==> src/rtl/dnoc_dma_pkg.sv <==
// Shared definitions for the NoC-to-L2 DMA write engine.
//   DW / AW / PPW : data beat width, L2 dmem word address width, ping/pong pair-count width
//   dma_wr_state_e: write-engine FSM states
//   loop_cfg_t    : four per-level loop fields (length-minus-1 or gap), level 0 in [0]
package dnoc_dma_pkg;

  localparam int DW  = 256;
  localparam int AW  = 13;
  localparam int PPW = 11;

  typedef enum logic [2:0] {
    IDLE           = 3'd0,
    PINGPONG_CHECK = 3'd1,
    PING_WR        = 3'd2,
    PONG_WR        = 3'd3,
    WR_RESP        = 3'd4
  } dma_wr_state_e;

  typedef logic [3:0][AW-1:0] loop_cfg_t;

endpackage

==> src/rtl/dma_wr_addr_gen.sv <==
// 4-level loop address generator for the DMA write engine.
// Ports:
//   clk, rst_n  : clock, synchronous active-low reset
//   init_en     : load init_addr and clear all loop counters on the next edge
//   init_addr   : burst base address
//   cfg_lenth   : per-level iteration count minus 1
//   cfg_gap     : per-level address increment
//   adv         : one beat was written at addr; step to the next address
//   addr        : current (registered) write address
module dma_wr_addr_gen
  import dnoc_dma_pkg::*;
(
  input  logic          clk,
  input  logic          rst_n,
  input  logic          init_en,
  input  logic [AW-1:0] init_addr,
  input  loop_cfg_t     cfg_lenth,
  input  loop_cfg_t     cfg_gap,
  input  logic          adv,
  output logic [AW-1:0] addr
);

  loop_cfg_t     cnt_q, cnt_d;
  logic [AW-1:0] addr_q, addr_d;

  always_comb begin
    cnt_d  = cnt_q;
    addr_d = addr_q;
    if (init_en) begin
      cnt_d  = '0;
      addr_d = init_addr;
    end else if (adv) begin
      // Fully saturated nest: wrap every counter and step by the outermost gap.
      cnt_d  = '0;
      addr_d = addr_q + cfg_gap[3];
      // Scan from the outermost level inwards so the lowest non-saturated
      // level is the last one to write the result.
      for (int i = 3; i >= 0; i--) begin
        if (cnt_q[i] != cfg_lenth[i]) begin
          for (int j = 0; j < 4; j++) begin
            cnt_d[j] = (j < i) ? '0 : cnt_q[j];
          end
          cnt_d[i] = cnt_q[i] + AW'(1);
          addr_d   = addr_q + cfg_gap[i];
        end
      end
    end
  end

  always_ff @(posedge clk) begin
    if (!rst_n) begin
      cnt_q  <= '0;
      addr_q <= '0;
    end else begin
      cnt_q  <= cnt_d;
      addr_q <= addr_d;
    end
  end

  assign addr = addr_q;

endmodule

==> src/rtl/dnoc_itf_dma_wr.sv <==
// NoC-to-L2 DMA write engine. Accepts a write command, receives DW-bit beats
// from the NoC, writes them to L2 dmem through a 4-level loop address
// generator (optionally alternating ping/pong buffers gated by the consumer's
// buffer-free flags) and returns one write response per burst.
// Ports:
//   n_cfg_d_w_*            : command configuration, latched on grant
//   noc_cmd_dma_wr_req/gnt : command request / one-cycle combinational accept
//   pingpong_state         : [0]=ping buffer free, [1]=pong buffer free
//   pingpong_wr_done       : pulse per completed buffer (ping/pong mode only)
//   d_w_transaction_done   : pulse when the whole command has finished
//   noc_in_dma_wr_*        : inbound beat stream (data/valid/last/ready)
//   dma_wr_resp_valid/ready: per-burst write response
//   dma_wr_err             : pulse when the last marker disagrees with the beat count
//   L2_dmem_dma_wr_*       : L2 write strobe, address, data
//   dbg_state              : current FSM state
//
// Handshakes: a beat transfers in a cycle where valid and ready are both high;
// the sender holds data/last stable while valid is high and ready is low. The
// response likewise stays valid until the cycle in which ready is seen high.
module dnoc_itf_dma_wr
  import dnoc_dma_pkg::*;
(
  input  logic                clk,
  input  logic                rst_n,
  input  logic [1:0][AW-1:0]  n_cfg_d_w_ram_base_addr,
  input  logic [AW-1:0]       n_cfg_d_w_ping_lenth,
  input  logic [AW-1:0]       n_cfg_d_w_pong_lenth,
  input  logic                n_cfg_d_w_pingpong_en,
  input  logic [PPW-1:0]      n_cfg_d_w_pingpong_num,
  input  loop_cfg_t           n_cfg_d_w_loop_lenth,
  input  loop_cfg_t           n_cfg_d_w_loop_gap,
  input  logic                noc_cmd_dma_wr_req,
  output logic                noc_cmd_dma_wr_gnt,
  input  logic [1:0]          pingpong_state,
  output logic                pingpong_wr_done,
  output logic                d_w_transaction_done,
  input  logic [DW-1:0]       noc_in_dma_wr_data,
  input  logic                noc_in_dma_wr_valid,
  input  logic                noc_in_dma_wr_last,
  output logic                noc_in_dma_wr_ready,
  output logic                dma_wr_resp_valid,
  input  logic                dma_wr_resp_ready,
  output logic                dma_wr_err,
  output logic                L2_dmem_dma_wr_en,
  output logic [AW-1:0]       L2_dmem_dma_wr_addr,
  output logic [DW-1:0]       L2_dmem_dma_wr_data,
  output dma_wr_state_e       dbg_state
);

  dma_wr_state_e      state_q, state_d;
  logic [PPW:0]       pp_cnt_q, pp_cnt_d;
  logic [AW-1:0]      beat_cnt_q, beat_cnt_d;
  // Low for the cycle right after reset so every output stays quiet then.
  logic               active_q;

  logic [1:0][AW-1:0] base_q;
  logic [AW-1:0]      ping_len_q, pong_len_q;
  logic               pp_en_q;
  logic [PPW-1:0]     pp_num_q;
  loop_cfg_t          loop_len_q, loop_gap_q;

  logic               cfg_load;
  logic               ag_init, ag_adv;
  logic [AW-1:0]      ag_init_addr, ag_addr;
  logic               final_beat;
  logic               out_en;

  logic gnt_c, ready_c, resp_valid_c, pp_done_c, tdone_c, err_c, wr_en_c;

  dma_wr_addr_gen u_addr_gen (
    .clk       (clk),
    .rst_n     (rst_n),
    .init_en   (ag_init),
    .init_addr (ag_init_addr),
    .cfg_lenth (loop_len_q),
    .cfg_gap   (loop_gap_q),
    .adv       (ag_adv),
    .addr      (ag_addr)
  );

  assign final_beat = (state_q == PONG_WR) ? (beat_cnt_q == pong_len_q)
                                           : (beat_cnt_q == ping_len_q);

  always_comb begin
    state_d      = state_q;
    pp_cnt_d     = pp_cnt_q;
    beat_cnt_d   = beat_cnt_q;
    cfg_load     = 1'b0;
    ag_init      = 1'b0;
    ag_init_addr = '0;
    ag_adv       = 1'b0;
    gnt_c        = 1'b0;
    ready_c      = 1'b0;
    resp_valid_c = 1'b0;
    pp_done_c    = 1'b0;
    tdone_c      = 1'b0;
    err_c        = 1'b0;
    wr_en_c      = 1'b0;
    unique case (state_q)
      IDLE: begin
        if (noc_cmd_dma_wr_req && active_q) begin
          gnt_c      = 1'b1;
          cfg_load   = 1'b1;
          pp_cnt_d   = '0;
          beat_cnt_d = '0;
          state_d    = PINGPONG_CHECK;
        end
      end
      PINGPONG_CHECK: begin
        // pp_cnt counts buffers; its upper bits count ping+pong pairs.
        if ((pp_en_q && (pp_cnt_q[PPW:1] == pp_num_q)) ||
            (!pp_en_q && (pp_cnt_q == (PPW+1)'(1)))) begin
          tdone_c = 1'b1;
          state_d = IDLE;
        end else if (!pp_cnt_q[0] && pingpong_state[0]) begin
          ag_init      = 1'b1;
          ag_init_addr = base_q[0];
          state_d      = PING_WR;
        end else if (pp_cnt_q[0] && pingpong_state[1]) begin
          ag_init      = 1'b1;
          ag_init_addr = base_q[1];
          state_d      = PONG_WR;
        end
      end
      PING_WR, PONG_WR: begin
        ready_c = 1'b1;
        if (noc_in_dma_wr_valid) begin
          wr_en_c = 1'b1;
          ag_adv  = 1'b1;
          // The beat is always written; the burst ends on the count alone.
          err_c   = noc_in_dma_wr_last ^ final_beat;
          if (final_beat) begin
            beat_cnt_d = '0;
            pp_cnt_d   = pp_cnt_q + (PPW+1)'(1);
            state_d    = WR_RESP;
          end else begin
            beat_cnt_d = beat_cnt_q + AW'(1);
          end
        end
      end
      WR_RESP: begin
        resp_valid_c = 1'b1;
        if (dma_wr_resp_ready) begin
          pp_done_c = pp_en_q;
          state_d   = PINGPONG_CHECK;
        end
      end
      default: state_d = IDLE;
    endcase
  end

  always_ff @(posedge clk) begin
    if (!rst_n) begin
      state_q    <= IDLE;
      pp_cnt_q   <= '0;
      beat_cnt_q <= '0;
      active_q   <= 1'b0;
      base_q     <= '0;
      ping_len_q <= '0;
      pong_len_q <= '0;
      pp_en_q    <= 1'b0;
      pp_num_q   <= '0;
      loop_len_q <= '0;
      loop_gap_q <= '0;
    end else begin
      state_q    <= state_d;
      pp_cnt_q   <= pp_cnt_d;
      beat_cnt_q <= beat_cnt_d;
      active_q   <= 1'b1;
      if (cfg_load) begin
        base_q     <= n_cfg_d_w_ram_base_addr;
        ping_len_q <= n_cfg_d_w_ping_lenth;
        pong_len_q <= n_cfg_d_w_pong_lenth;
        pp_en_q    <= n_cfg_d_w_pingpong_en;
        pp_num_q   <= n_cfg_d_w_pingpong_num;
        loop_len_q <= n_cfg_d_w_loop_lenth;
        loop_gap_q <= n_cfg_d_w_loop_gap;
      end
    end
  end

  // Outputs are forced low while reset is asserted (before the state register
  // has been cleared) and on the first cycle after it.
  assign out_en = rst_n & active_q;

  always_comb begin
    noc_cmd_dma_wr_gnt   = gnt_c & out_en;
    noc_in_dma_wr_ready  = ready_c & out_en;
    dma_wr_resp_valid    = resp_valid_c & out_en;
    pingpong_wr_done     = pp_done_c & out_en;
    d_w_transaction_done = tdone_c & out_en;
    dma_wr_err           = err_c & out_en;
    L2_dmem_dma_wr_en    = wr_en_c & out_en;
    L2_dmem_dma_wr_addr  = (wr_en_c & out_en) ? ag_addr : '0;
    L2_dmem_dma_wr_data  = (wr_en_c & out_en) ? noc_in_dma_wr_data : '0;
    dbg_state            = state_q;
  end

endmodule
==> config.mk <==
export PLATFORM = sky130hd
export DESIGN_NAME = dnoc_itf_dma_wr
export DESIGN_NICKNAME = d
export VERILOG_FILES = /design/src/rtl/dnoc_dma_pkg.sv /design/src/rtl/dma_wr_addr_gen.sv /design/src/rtl/dnoc_itf_dma_wr.sv
export SDC_FILE = /design/constraint.sdc
export NUM_CORES = 1
export LEC_CHECK = 0
export CORE_AREA = 2 2 277 279
export CTS_CLUSTER_SIZE = 8
export DETAILED_ROUTE_END_ITERATION = 8
export DIE_AREA = 0 0 279 281
export GPL_TIMING_DRIVEN = 1
export PLACE_DENSITY = 0.5
export SETUP_SLACK_MARGIN = 0.15
export SLEW_MARGIN = 20
export SYNTH_ARGS = -nofsm -noshare
export SYNTH_HDL_FRONTEND = slang
export SYNTH_HIERARCHICAL = 1
export SYNTH_SLANG_ARGS = --single-unit
==> constraint.sdc <==
create_clock -name clk -period 11.22 [get_ports clk]
set_input_delay 1.683 -clock clk [delete_from_list [all_inputs] [get_ports clk]]
set_output_delay 1.683 -clock clk [all_outputs]
set_load 0.01 [all_outputs]
==> results of run 1 <==
## flip-flops by register name (all words and copies together), names as in the netlist, 13 cells and up
name,flops
loop_gap_q,52
loop_len_q,39
u_addr_gen/cnt_q,39
base_q,26
beat_cnt_q,13
ping_len_q,13
pong_len_q,13
u_addr_gen/addr,13
## worst paths after layout
kind | to
worst max-delay path | L2_dmem_dma_wr_data[3]
worst min-delay path | base_q[16]$_SDFFE_PN0P_
worst max register to register | u_addr_gen/addr[12]$_SDFFE_PN0P_
worst min register to register | base_q[16]$_SDFFE_PN0P_
## final cells by class
cell class                 instances  area, sq um  area share
inverter                          25         96.3     0.00435
timing repair buffer             715         7140       0.322
tap                              978         1220      0.0552
clock inverter                     4         30.0     0.00135
clock buffer                      46          990      0.0446
sequential                       236         4720       0.213
multi-input combinational       1370         7880       0.355
antenna                           35         87.6     0.00395
## power by group through the flow
stage | registers [mW] | clock network (mW) | logic (mW)
global route | 0.978 | 1.10 | 0.913
finish | 0.971 | 1.03 | 0.831
global placement | 0.986 | 0 | 0.832
CTS | 0.970 | 1.07 | 0.845
detailed placement | 0.987 | 0 | 0.843
floorplan | 0.960 | 0 | 0.483
## worst min-delay path, stage by stage (launching register included)
cell and delay (ps):
sky130_fd_sc_hd__dfxtp_1 300, sky130_fd_sc_hd__nand2_1 50, sky130_fd_sc_hd__a21oi_1 50
## metal layers
| metal | part of all wire | vias to the layer above |
|---|---|---|
| li1 | - | 7107 |
| met1 | 0.36 | 6957 |
| met5 | 0.00081 | - |
| met2 | 0.48 | 637 |
| met3 | 0.076 | 184 |
| met4 | 0.085 | 10 |
## stage by stage
step                instance area, sq um  cells  hold WS [ps]   util  setup slack [ps]
CTS                                22000   3373           455  0.292              3950
finish                             22200   3409           452  0.294              4800
global placement                   21000   3323           443  0.279              4030
floorplan                          13200   1756           432      -              6490
global route                       22200   3402           469  0.294              4650
detailed placement                 21000   3323           448  0.279              3940
==> results.md, run 1 <==
- Result of the run: finished clean
- Total iterations of the first detailed-routing run: 5
- Switching fraction of total power: 0.331
- Clock power frac: 0.364
- Critical Path Slowest Stage Cell: sky130_fd_sc_hd__clkdlybuf4s50_1
- Number of violations reported at the end of detailed-routing iteration 0: slightly below 800
- Clock root buffer: sky130_fd_sc_hd__clkbuf_16
- Worst supply voltage drop on vdd: 0.0000765 V
- Post-detailed-route count of antenna-violating nets: 0
- Fillers: between 8000 and 9000
- Hold violation count in the final report: 0
- Internal reg-to-reg setup slack: 6280 ps
- Met1 routing resource usage after global routing: 0.198
- Most used cell along the critical path: sky130_fd_sc_hd__clkdlybuf4s50_1
- CP arrival: 4740 ps
- Fraction of power consumed by combinational cells: 0.293
- Fin nets: roughly 2800
- Congestion Overflow GR: 0
- Final setup violation count: 0
- First-pass GRT wire length: between 100000 and 150000 microns
- Hold_buf cts: 0
- Critical Path End Type: output pin
- Via count: 14900
- Placer Congestion: 0.912
- Top Usage Layer GRT: met2
- Post-CTS setup buffer count: 0
- X dimension of the die: around 280 microns
- Number of max-cap violations: 0
- Fraction of power consumed by sequential logic: 0.343
- Clk Latency, worst-skew pair: 550 ps
- Total Negative Setup Slacks: 0 ps
- Total number of yosys warnings: 6
- Top-level port count: 711
- Crit path depth: 6
- Commonest cells after routing, fill and taps aside: sky130_fd_sc_hd__clkdlybuf4s50_1, sky130_fd_sc_hd__nand2_1, sky130_fd_sc_hd__and2_1
- RSZ-0062 raised after global routing: false
- Series of cell instances along the critical path: clkdlybuf4s50_1 > buf_4 > and3_4 > buf_6 > and2_1 > clkdlybuf4s50_1
- Die height: 281 microns
- Clock sink count: 236
- Worst slew margin relative to its limit: 0.271
- Startpoint type of the worst setup path: input port
- Layout overhead on the synthesized area: 68.2%
- Clock buffer depth: 3
- Number of nets produced by synthesis: 2208
- Hold-critical path depth: 2
- Beginning of the worst hold path: base_q[16]$_SDFFE_PN0P_
- Reported net switching power: 0.938 mW
- CTS buffer count: 37
- Reg2reg path depth: 18
- Via density: between 4 and 5
- Total GRT Usage: 0.189
- Startpoint of the most critical setup path: rst_n
- Required time of the worst setup path: 9540 ps
- Average wire per standard cell: 23.1 microns
- Via count of the first global-routing pass: 14200
- Worst-path clk slew: 50 ps
- Crit path max-delay family: buffers and inverters
- Placeable core region: around 75000 sq um
- Launching point of the worst reg2reg path: u_addr_gen/cnt_q[14]$_SDFFE_PP0P_
- Total of cells resized after clock tree synthesis: 0
- Standard-cell rows: 101
- Design Power: 2.83 mW
- Crit-path max FO: 151
- Die Footprint: a little under 80000 sq um
- Post-Route WL: 78600 microns
- Final worst path period need: 6420 ps
- Avg Synthesized Cell Area: 7.50 sq um
- Int Pwr: 1.89 mW
- Max Fclk: roughly 0.16 GHz
- Cell count after synthesis: 1756
- Pin count of the biggest net entering global routing: between 150 and 200
- Setup CP Type: input port to output pin
- Worst hold path class: register to register
- Combined buffer and inverter count along the critical path: 4
- Met2 global-route usage: 0.310
- Number of design rule violations left after detail routing: 0
- Count of buffers from port buffering: 697
- Combined area of all synthesized cells: 13200 sq um
- GR Util met3: 0.0562
- Clock tree from TritonCTS: done
- Static Leak: 8.11 nW
- Power per Cell Area: around 130 nW/um^2
- Most common cell after layout, fill and taps aside: sky130_fd_sc_hd__clkdlybuf4s50_1
- Number of antenna violations at the first check in global routing: between 70 and 80
- Slew at the pin closest to its max-slew limit: 1090 ps
- Final count of pins violating max slew: 0
- Clock skew: 18.5 ps
- Placed wire-length estimate: 64900 microns
- Fraction of layout instances using a drive strength above 1: 0.0384
- Final period utilization: 0.572
- Initial core utilization: 0.175
- Maximum level of the CTS H-tree: 2
- Delay of the slowest cell on the worst path: 730 ps
No activity file was read; power rests on OpenSTA's default activity.
==> run 2: changes to the inputs <==
--- a/config.mk
+++ b/config.mk
@@ -5,12 +5,12 @@
 export SDC_FILE = /design/constraint.sdc
 export NUM_CORES = 1
 export LEC_CHECK = 0
-export CORE_AREA = 2 2 277 279
+export CORE_AREA = 2 2 279 281
 export CTS_CLUSTER_SIZE = 8
 export DETAILED_ROUTE_END_ITERATION = 8
-export DIE_AREA = 0 0 279 281
+export DIE_AREA = 0 0 281 283
 export GPL_TIMING_DRIVEN = 1
-export PLACE_DENSITY = 0.5
+export PLACE_DENSITY = 0.49
 export SETUP_SLACK_MARGIN = 0.15
 export SLEW_MARGIN = 20
 export SYNTH_ARGS = -nofsm -noshare
==> constraint.sdc (replaced) <==
create_clock -name clk -period 6.15 [get_ports clk]
set_input_delay 0.9225 -clock clk [delete_from_list [all_inputs] [get_ports clk]]
set_output_delay 0.9225 -clock clk [all_outputs]
set_load 0.01 [all_outputs]
==> results.md, run 2 (same netlist as run 1, synthesis figures left out) <==
- Standard-cell rows: 102 (+0.99%)
- Crit-path max FO: 17 (-89%)
- Static Leak: 8.13 nW (+0.28%)
- Worst slew margin relative to its limit: 0.298 (+0.0264)
- Count of buffers from port buffering: 697 (unchanged)
- Clock root buffer: sky130_fd_sc_hd__clkbuf_16
- Placed instance count: 3385 (+1.9%)
- Fillers: 8194 (+2.1%)
- Final setup violation count: 0 (unchanged)
- Total GRT Usage: 0.185 (-0.00431)
- Hold slack: 454 ps (+1.45 ps)
- Initial core utilization: 0.172 (-0.00286)
- Area post-placement: 21200 sq um (+0.62%)
- Number of antenna violations at the first check in global routing: 54 (-29%)
- Placed wire-length estimate: 63100 microns (-2.8%)
- Combined buffer and inverter count along the critical path: 1 (-3)
- Crit path depth: 16 (+10)
- Pin count of the biggest net entering global routing: 99 (-35%)
- Commonest cells after routing, fill and taps aside: sky130_fd_sc_hd__clkdlybuf4s50_1, sky130_fd_sc_hd__nand2_1, sky130_fd_sc_hd__and2_1
- Placeable core region: 76700 sq um (+1.7%)
- Post-CTS setup buffer count: 0 (unchanged)
- Final period utilization: 0.826
- Total iterations of the first detailed-routing run: 7 (+2)
- Via density: 4.25 (-2.7%)
- Worst-path clk slew: 60 ps (about the same)
- Delay of the slowest cell on the worst path: 850 ps (+120 ps)
- Launching point of the worst reg2reg path: u_addr_gen/cnt_q[14]$_SDFFE_PP0P_
- Crit path max-delay family: compound AO/OA/AOI/OAI gates
- Top-level port count: 711 (unchanged)
- Flip-flop count of the largest register after layout: 52 (unchanged)
- Placer Congestion: 0.907 (-0.55%)
- Clock sink count: 236 (unchanged)
- Slew at the pin closest to its max-slew limit: 1050 ps (-40.2 ps)
- RSZ-0062 raised after global routing: false
- Clock tree from TritonCTS: done
- Startpoint of the most critical setup path: u_addr_gen/cnt_q[14]$_SDFFE_PP0P_
- Critical Path Slowest Stage Cell: sky130_fd_sc_hd__o31ai_1
- Post-Route WL: 76600 microns (-2.6%)
- Max Fclk: slightly below 0.2 GHz
- Worst supply voltage drop on vdd: 0.000149 V (+95%)
- Fraction of layout instances using a drive strength above 1: 0.0392 (+0.000851)
- CP arrival: 5520 ps (+780 ps)
- Total of cells resized after clock tree synthesis: 0 (unchanged)
- Series of cell instances along the critical path: xnor2_1 > nand4_1 > nor4_1 > and2_1 > a21oi_1 > mux2_2 > ha_1 > inv_1 > fa_1 > nor2b_1 > o21ai_0 > a2111oi_0 > o31ai_1 > nor3_1 > a221oi_1 > nand3_1
- Most common cell after layout, fill and taps aside: sky130_fd_sc_hd__clkdlybuf4s50_1
- Fin nets: 2836 (-0.035%)
- Clock buffer depth: 3 (unchanged)
- Number of max-cap violations: 0 (unchanged)
- Final count of pins violating max slew: 0 (unchanged)
- Worst hold path class: register to register
- Die height: 283 microns (+0.71%)
- Number of design rule violations left after detail routing: 0 (unchanged)
- Congestion Overflow GR: 0 (unchanged)
- Reg2reg path depth: 16 (-2)
- Total Negative Setup Slacks: 0 ps (unchanged)
- X dimension of the die: 281 microns (+0.72%)
- CTS buffer count: 37 (unchanged)
- Setup CP Type: register to register
- Average wire per standard cell: 22.1 microns (-4.3%)
- Capture point of the worst path: u_addr_gen/addr[12]$_SDFFE_PN0P_
- Required time of the worst setup path: 6590 ps (-2950 ps)
- Layout overhead on the synthesized area: 69.3%
- Internal reg-to-reg setup slack: 1070 ps (-5210 ps)
- Register with the most flip-flops: loop_gap_q
- Hold violation count in the final report: 0 (unchanged)
- Die Footprint: 79500 sq um (+1.4%)
- Top Registers: loop_gap_q (52), loop_len_q (39), u_addr_gen/cnt_q (39)
- Post-detailed-route count of antenna-violating nets: 0 (unchanged)
- Startpoint type of the worst setup path: register
- First-pass GRT wire length: 106000 microns (+0.99%)
- Clk Latency, worst-skew pair: 560 ps (about the same)
- Final worst path period need: 5080 ps
- Reg2reg end: u_addr_gen/addr[12]$_SDFFE_PN0P_
- Maximum level of the CTS H-tree: 2 (unchanged)
- Non-filler instance count after layout: 3471 (+1.8%)
- Critical Path End Type: register
- Result of the run: finished clean
- Power per Cell Area: 232 nW/um^2 (+81%)
- Number of violations reported at the end of detailed-routing iteration 0: 803 (+3.1%)
- Final std cell area, no fill: 22300 sq um (+0.62%)
- Via count of the first global-routing pass: 14600 (+3.0%)
- Clock skew: 28.1 ps (+9.61 ps)
- Via count: 14800 (-0.89%)
- Hold_buf cts: 0 (unchanged)
[run 2: cell count changes in the layout (fill, tap and decap cells not counted), sizes merged]
cell	delta
clkinv	+5
clkbuf	-3
buf	-1
clkinvlp	-1
diode	+1
inv	-1
[run 2: worst reg2reg max path, cell delays in order (launching register included)]
cell                        delay [ps]
sky130_fd_sc_hd__dfxtp_1           400
sky130_fd_sc_hd__xnor2_1           160
sky130_fd_sc_hd__nand4_1           110
sky130_fd_sc_hd__nor4_1            430
sky130_fd_sc_hd__and2_1            760
sky130_fd_sc_hd__a21oi_1           130
sky130_fd_sc_hd__mux2_2            310
sky130_fd_sc_hd__ha_1              200
sky130_fd_sc_hd__inv_1              70
sky130_fd_sc_hd__fa_1              180
sky130_fd_sc_hd__nor2b_1            60
sky130_fd_sc_hd__o21ai_0           500
sky130_fd_sc_hd__a2111oi_0         300
sky130_fd_sc_hd__o31ai_1           850
sky130_fd_sc_hd__nor3_1            150
sky130_fd_sc_hd__a221oi_1          240
sky130_fd_sc_hd__nand3_1           120
[run 2: worst min path at each step]
| stage | startpoint | end | slack, ps | depth (start not counted) |
|---|---|---|---|---|
| CTS | loop_gap_q[49]$_SDFFE_PN0P_ | loop_gap_q[49]$_SDFFE_PN0P_ | 450 | 2 |
| global placement | loop_gap_q[50]$_SDFFE_PN0P_ | loop_gap_q[50]$_SDFFE_PN0P_ | 440 | 2 |
| detailed placement | loop_gap_q[49]$_SDFFE_PN0P_ | loop_gap_q[49]$_SDFFE_PN0P_ | 450 | 2 |
| finish | base_q[11]$_SDFFE_PN0P_ | base_q[11]$_SDFFE_PN0P_ | 450 | 2 |
| floorplan | loop_gap_q[10]$_SDFFE_PN0P_ | loop_gap_q[10]$_SDFFE_PN0P_ | 430 | 2 |
| global route | loop_gap_q[36]$_SDFFE_PN0P_ | loop_gap_q[36]$_SDFFE_PN0P_ | 470 | 2 |
[run 2: cell type report]
type                            count  area (sq um)  share of cell area
Clock buffer                       43           968              0.0434
Antenna cell                       36          90.1             0.00404
Clock inverter                      7          86.3             0.00387
Sequential cell                   236          4720               0.212
Inverter                           25          96.3             0.00432
Tap cell                         1040          1300              0.0583
Timing Repair Buffer              714          7150               0.321
Multi-Input combinational cell   1370          7880               0.353
[run 2: power by group]
part	leakage [nW]	switching (mW)	total [mW]	internal [mW]
Combinational	5.70	0.830	1.51	0.685
Clock	0.519	0.770	1.88	1.11
Sequential	1.92	0.112	1.77	1.66
[run 2: stage by stage]
step	power (mW)	setup slack, ps	util
finish	5.17	1070	0.291
global route	5.47	673	0.291
CTS	5.27	1030	0.290
detailed placement	3.34	1030	0.276
global placement	3.33	1090	0.276
floorplan	2.63	2330	-
[run 2: metal layers]
| metal | GRT usage | vias to the layer above | wire, microns |
|---|---|---|---|
| met4 | 0.163 | 2 | 5720 |
| met1 | 0.194 | 6995 | 28300 |
| met5 | 0 | - | 13 |
| li1 | - | 7084 | - |
| met2 | 0.305 | 532 | 37500 |
| met3 | 0.0468 | 150 | 5020 |
